==> src/rtl/result_message_sequencer_if.sv <==
// Handshake and letter-code bundle between the result logic, the sequencer
// and the seven-segment letter decoders.
interface result_message_sequencer_if;
  logic       start;
  logic       pass;
  logic       clear;
  logic [2:0] digit3;
  logic [2:0] digit2;
  logic [2:0] digit1;
  logic [2:0] digit0;
  logic       busy;
  logic       done;

  modport master (
    output start, pass, clear,
    input  digit3, digit2, digit1, digit0, busy, done
  );

  modport slave (
    input  start, pass, clear,
    output digit3, digit2, digit1, digit0, busy, done
  );
endinterface

==> src/rtl/result_message_sequencer.sv <==
// Scrolls SUCCESS or ERROR right-to-left across a 4-digit letter display,
// REPEATS passes per start, one step every TICKS_PER_STEP clocks.
module result_message_sequencer #(
  parameter int TICKS_PER_STEP = 25000000,
  parameter int REPEATS        = 1
) (
  input  logic                          clk,
  input  logic                          reset,
  result_message_sequencer_if.slave     bus
);

  localparam int         DIV_W    = (TICKS_PER_STEP > 1) ? $clog2(TICKS_PER_STEP) : 1;
  localparam logic [2:0] BLANK    = 3'd6;
  localparam logic [3:0] LEN_SUCC = 4'd7;
  localparam logic [3:0] LEN_ERR  = 4'd5;

  typedef enum logic {IDLE, SCROLL} state_t;

  state_t           state_q, state_d;
  logic [DIV_W-1:0] div_q, div_d;
  logic [3:0]       step_q, step_d;
  logic [3:0]       pass_q, pass_d;
  logic             msel_q, msel_d;
  logic [2:0]       digit_q [4];
  logic [2:0]       digit_d [4];
  logic             busy_q, busy_d;
  logic             done_q, done_d;

  logic             step_fire;
  logic             last_step;
  logic             last_pass;

  // Constant message tables; anything past the end of a word reads as blank.
  function automatic logic [2:0] msg_code(input logic sel, input logic [3:0] idx);
    logic [2:0] code;
    code = BLANK;
    if (sel) begin
      case (idx)
        4'd0: code = 3'd3;
        4'd1: code = 3'd4;
        4'd2: code = 3'd5;
        4'd3: code = 3'd5;
        4'd4: code = 3'd0;
        4'd5: code = 3'd3;
        4'd6: code = 3'd3;
        default: code = BLANK;
      endcase
    end else begin
      case (idx)
        4'd0: code = 3'd0;
        4'd1: code = 3'd1;
        4'd2: code = 3'd1;
        4'd3: code = 3'd2;
        4'd4: code = 3'd1;
        default: code = BLANK;
      endcase
    end
    return code;
  endfunction

  assign step_fire = (div_q == DIV_W'(TICKS_PER_STEP - 1));
  assign last_step = (step_q == ((msel_q ? LEN_SUCC : LEN_ERR) + 4'd3));
  assign last_pass = (pass_q == 4'(REPEATS - 1));

  always_comb begin
    state_d = state_q;
    div_d   = div_q;
    step_d  = step_q;
    pass_d  = pass_q;
    msel_d  = msel_q;
    busy_d  = busy_q;
    done_d  = 1'b0;
    for (int i = 0; i < 4; i++) digit_d[i] = digit_q[i];

    case (state_q)
      IDLE: begin
        if (bus.start) begin
          state_d = SCROLL;
          msel_d  = bus.pass;
          div_d   = '0;
          step_d  = '0;
          pass_d  = '0;
          busy_d  = 1'b1;
        end
      end
      SCROLL: begin
        div_d = step_fire ? '0 : div_q + 1'b1;
        if (step_fire) begin
          for (int i = 3; i > 0; i--) digit_d[i] = digit_q[i-1];
          digit_d[0] = msg_code(msel_q, step_q);
          step_d     = step_q + 4'd1;
          // Wrap straight into the next pass so there is no gap between passes.
          if (last_step) begin
            step_d = '0;
            if (last_pass) begin
              state_d = IDLE;
              busy_d  = 1'b0;
              done_d  = 1'b1;
              pass_d  = '0;
            end else begin
              pass_d = pass_q + 4'd1;
            end
          end
        end
      end
      default: state_d = IDLE;
    endcase

    // Abort wins over a start or a coincident final step.
    if (bus.clear) begin
      state_d = IDLE;
      div_d   = '0;
      step_d  = '0;
      pass_d  = '0;
      busy_d  = 1'b0;
      done_d  = 1'b0;
      for (int i = 0; i < 4; i++) digit_d[i] = BLANK;
    end
  end

  always_ff @(posedge clk or posedge reset) begin
    if (reset) begin
      state_q <= IDLE;
      div_q   <= '0;
      step_q  <= '0;
      pass_q  <= '0;
      msel_q  <= 1'b0;
      busy_q  <= 1'b0;
      done_q  <= 1'b0;
      for (int i = 0; i < 4; i++) digit_q[i] <= BLANK;
    end else begin
      state_q <= state_d;
      div_q   <= div_d;
      step_q  <= step_d;
      pass_q  <= pass_d;
      msel_q  <= msel_d;
      busy_q  <= busy_d;
      done_q  <= done_d;
      for (int i = 0; i < 4; i++) digit_q[i] <= digit_d[i];
    end
  end

  assign bus.digit3 = digit_q[3];
  assign bus.digit2 = digit_q[2];
  assign bus.digit1 = digit_q[1];
  assign bus.digit0 = digit_q[0];
  assign bus.busy   = busy_q;
  assign bus.done   = done_q;

endmodule

==> src/flat_wrapper.sv <==
// flat-port wrapper written by rule: the top's interface ports become plain ports
module result_message_sequencer_flat 
#(
  parameter int TICKS_PER_STEP = 25000000,
  parameter int REPEATS        = 1
)
  (clk, reset, bus_start, bus_pass, bus_clear, bus_digit3, bus_digit2, bus_digit1, bus_digit0, bus_busy, bus_done);
  result_message_sequencer_if bus_i ();
  input  logic clk;
  input  logic reset;
  input wire logic [$bits(bus_i.start)-1:0] bus_start;
  input wire logic [$bits(bus_i.pass)-1:0] bus_pass;
  input wire logic [$bits(bus_i.clear)-1:0] bus_clear;
  output wire logic [$bits(bus_i.digit3)-1:0] bus_digit3;
  output wire logic [$bits(bus_i.digit2)-1:0] bus_digit2;
  output wire logic [$bits(bus_i.digit1)-1:0] bus_digit1;
  output wire logic [$bits(bus_i.digit0)-1:0] bus_digit0;
  output wire logic [$bits(bus_i.busy)-1:0] bus_busy;
  output wire logic [$bits(bus_i.done)-1:0] bus_done;
  assign bus_i.start = bus_start;
  assign bus_i.pass = bus_pass;
  assign bus_i.clear = bus_clear;
  assign bus_digit3 = bus_i.digit3;
  assign bus_digit2 = bus_i.digit2;
  assign bus_digit1 = bus_i.digit1;
  assign bus_digit0 = bus_i.digit0;
  assign bus_busy = bus_i.busy;
  assign bus_done = bus_i.done;
  result_message_sequencer #(.TICKS_PER_STEP(TICKS_PER_STEP), .REPEATS(REPEATS)) u_core (.clk(clk), .reset(reset), .bus(bus_i));
endmodule
==> config.mk <==
export PLATFORM = sky130hd
export DESIGN_NAME = result_message_sequencer_flat
export DESIGN_NICKNAME = d
export VERILOG_FILES = /design/src/rtl/result_message_sequencer_if.sv /design/src/rtl/result_message_sequencer.sv /design/src/flat_wrapper.sv
export SDC_FILE = /design/constraint.sdc
export NUM_CORES = 1
export LEC_CHECK = 0
export ABC_AREA = 1
export CAP_MARGIN = 20
export CELL_PAD_IN_SITES_DETAIL_PLACEMENT = 1
export CELL_PAD_IN_SITES_GLOBAL_PLACEMENT = 1
export CORE_UTILIZATION = 43
export DETAILED_ROUTE_END_ITERATION = 12
export MAX_ROUTING_LAYER = met4
export PLACE_DENSITY = 0.83
export SYNTH_ARGS = -nofsm -noshare
export SYNTH_HDL_FRONTEND = slang
export SYNTH_SLANG_ARGS = --single-unit
==> constraint.sdc <==
create_clock -name clk -period 1.75 [get_ports clk]
set_input_delay 0.35 -clock clk [delete_from_list [all_inputs] [get_ports clk]]
set_output_delay 0.35 -clock clk [all_outputs]
set_load 0.05 [all_outputs]
==> key figures <==
Outcome
  – Outcome: finished, violations left
  – Failing checks: design-rule violations

Drt
  – Starting DRT DRC Count: 149
  – Post-route DRC: 2
  – Routed wire length: 9.05 mm
  – Vias per cell: 5.36
  – DRT Pass-1 Iters: 10
  – Via Count: 2862
  – WL per Instance: 16.9 µm
  – Number of routed nets with antenna violations: 0

Global routing
  – Initial antenna violation count: 0
  – GRT overflow: 0
  – Vias in the first global route: 2943
  – Maximum number of pins on one net before global-route repair: 38
  – Overall Global Routing Usage: 26.8%
  – First-pass GRT wire length: 14.6 mm

STA
  – Hold_ws: 0.296 ns
  – Achievable Freq: 582 MHz
  – Slew @ Worst Pin: 0.404 ns
  – Worst slew margin: 73.0%
  – Clock period minus worst slack: 1.72 ns
  – Max Slew Vio Count: 0
  – Clock Skews: 0.00908 ns
  – Final setup viols: 0
  – Final hold vios: 0
  – RSZ-0062 raised after global routing: true
  – Final period util: 98.1%
  – Worst Setup Slack, final: 0.0333 ns

Pwr
  – Peak supply drop: 0.405 mV
  – Static Leak: 1.75 nW
  – Pwr dens: 702 nW/µm²

Floorplanning
  – Die area: 7210 µm²
  – Starting density of the core: 45.5%
  – Die height: 84.9 µm
  – Die extent in x: 84.9 µm
  – Core area: 6490 µm²
  – Row cnt: 29
  – Ports: 19

Synth
  – Largest area contributor in the netlist: dfrtp_1
  – Largest cells by area after synthesis: dfrtp_1 35%, nand2_1 15%, nor2_1 8.8%
  – Mapped Avg Cell Area: 7.26 µm²
  – Adder-Cell Fraction of Synth Area: 2.96%
  – Post-synthesis sequential area ratio: 41.8%
  – Post-synth cell types: 31
  – Post-synthesis xor/xnor area fraction: 4.15%
  – Synth top area share: 34.7%
  – Synth Area in Simple Gates: 38.6%
  – Netlist Area Pre-Place: 2950 µm²
  – Synthesized Nets: 419
  – Largest family of logic cells by synthesized area: simple AND/OR/NAND/NOR gates
  – Mapped Cells: 407
  – Synth warnings: 0
  – Post-synthesis register bit count: 49
  – Synth Area in Compound Gates: 5.97%
  – Post-synthesis mux area share: 0%

Finish
  – Non-Filler Instances: 534
  – Antenna Cells: 0
  – Final core occ: 57.3%
  – Share of cells above drive strength 1: 22.5%
  – NumNets Final: 468
  – Commonest non-fill, non-tap cell in the layout: nand2_1
  – Leading cell types in the layout, fill and taps excluded: 116 x nand2_1, 61 x nor2_1, 38 x inv_1, 38 x dfrtp_1, 33 x nand3_1
  – Finished Cell Area: 3720 µm²
  – Area grow syn2layout: 26.0%

Worst setup path
  – Crit path arrival time: 1.95 ns
  – Critical Path End Type: flop
  – Startpoint types: flop
  – Setup CP Type: reg -> reg
  – Worst-path fanout max: 5
  – WP data required: 1.98 ns

Hold path
  – Hold Crit Class: in -> async

CTS
  – Max Root-Sink Buffers: 2
  – Worst-path clk slew: 0.10 ns
  – Clk_lat worst skew: 0.31 ns
  – Max H-tree Level: 2
  – Num CTS Buffers: 5
  – Clock tree from TritonCTS: done
  – Root Driver: clkbuf_8
  – Clock Sinks: 49

Placed design
  – Dpl cell area: 3460 µm²
  – Worst slack, placed: -0.204 ns
  – Port Buffers: 18
  – Inst Count DP: 520
  – Routability congestion estimate: 0.887
  – HPWL after detailed placement: 6.18 mm

Job
  – Max-cap violation count: 0
==> stage by stage <==
stage	TNS, ns	power [mW]
2_1_floorplan	0	1.53
3_5_place_dp	-2.31	1.69
3_3_place_gp	-1.18	1.67
5_1_grt	-0.0879	2.71
6_report	0	2.61
4_1_cts	0	2.59
==> per-layer routing <==
layer	global-route usage [%]	vias up	routed length, µm
met3	3.99	16	312
met2	45.8	62	4530
met1	33.4	1396	4050
met5	-	-	0
li1	-	1388	-
met4	6.78	0	157
==> power breakdown <==
part           total (mW)  internal (mW)  switching (mW)  leakage, nW
combinational       0.513          0.178           0.335         1.05
clock               0.883          0.466           0.417       0.0574
sequential           1.22           1.17          0.0494        0.644
==> worst max-delay path: stages, from the launching register on <==
cell and delay, ns:
dfrtp_1 0.38, ha_2 0.20, nand2_2 0.08, nor2_4 0.12, nand2_2 0.08, nor2_4 0.15
buf_6 0.13, nand4_1 0.14, nand2_1 0.12, nand2_1 0.08, nor2_2 0.15
==> final cells by class <==
type,instances,area (µm²)
Fill cell,840,2770
Multi-Input combinational cell,311,1610
Sequential cell,49,1240
Timing Repair Buffer,47,492
Inverter,42,160
Tap cell,77,96.3
Clock buffer,6,82.6
Clock inverter,2,37.5
==> path summary, 6_finish.rpt <==
check,from,end,slack (ns),cells after the start
worst max register to register,u_core.div_q[1]$_DFFE_PP0P_,u_core.div_q[24]$_DFFE_PP0P_,0.03,10
max in group asynchronous,reset,u_core.step_q[0]$_DFFE_PP0P_,0.93,3
min in group clk,u_core.bus.digit3[0]$_DFFE_PP0P_,u_core.bus.digit3[0]$_DFFE_PP0P_,0.50,2
worst min-delay path,reset,u_core.bus.digit2[0]$_DFFE_PP0P_,0.30,2
worst max-delay path,u_core.div_q[1]$_DFFE_PP0P_,u_core.div_q[24]$_DFFE_PP0P_,0.03,10
worst min register to register,u_core.bus.digit3[0]$_DFFE_PP0P_,u_core.bus.digit3[0]$_DFFE_PP0P_,0.50,2
==> timing repair <==
action | CTS | global route
setup endpoints to repair | 31 | 38
pin swaps | 0 | 8
hold buffers | 0 | 0
gates resized for setup | 8 | 22
buffers inserted | 1 | 5
==> cell usage after synthesis <==
cell type and number:
nand2_2 7, dfstp_2 8, buf_6 1, or2_2 2, dfrtp_1 41, inv_1 40
inv_2 2, xor2_1 10, xnor2_1 4, a21oi_1 7, and3_1 1, a21o_1 1
nand2_8 1, o21ai_0 9, buf_2 3, nor2_2 3, a31oi_1 1, nand4_1 9
buf_4 1, and2_1 1, nand2_1 120, o22ai_1 2, ha_1 7, nand2_4 2
o21bai_1 2, o21ai_1 4, nor2_1 69, nand3_1 35, o21ai_2 4, nor2_4 3
nor3_1 7
==> logic make-up after synthesis <==
logic type / after synthesis
and+or+nand+nor: 260
DFF: 49
adders and majority gates: 7
xor gates and xnor gates: 14
AOI/OAI and AO/OA: 30
buffers and inverters: 47
==> sequential cells by signal (all words and copies together), names as in the netlist, 3 cells and up <==
signal / count
u_core.pass_q: 4
u_core.bus.digit2: 3
u_core.step_q: 4
u_core.bus.digit3: 3
u_core.div_q: 25
u_core.bus.digit1: 3
u_core.bus.digit0: 3
Note: power is estimated with default switching activity, not from simulation.
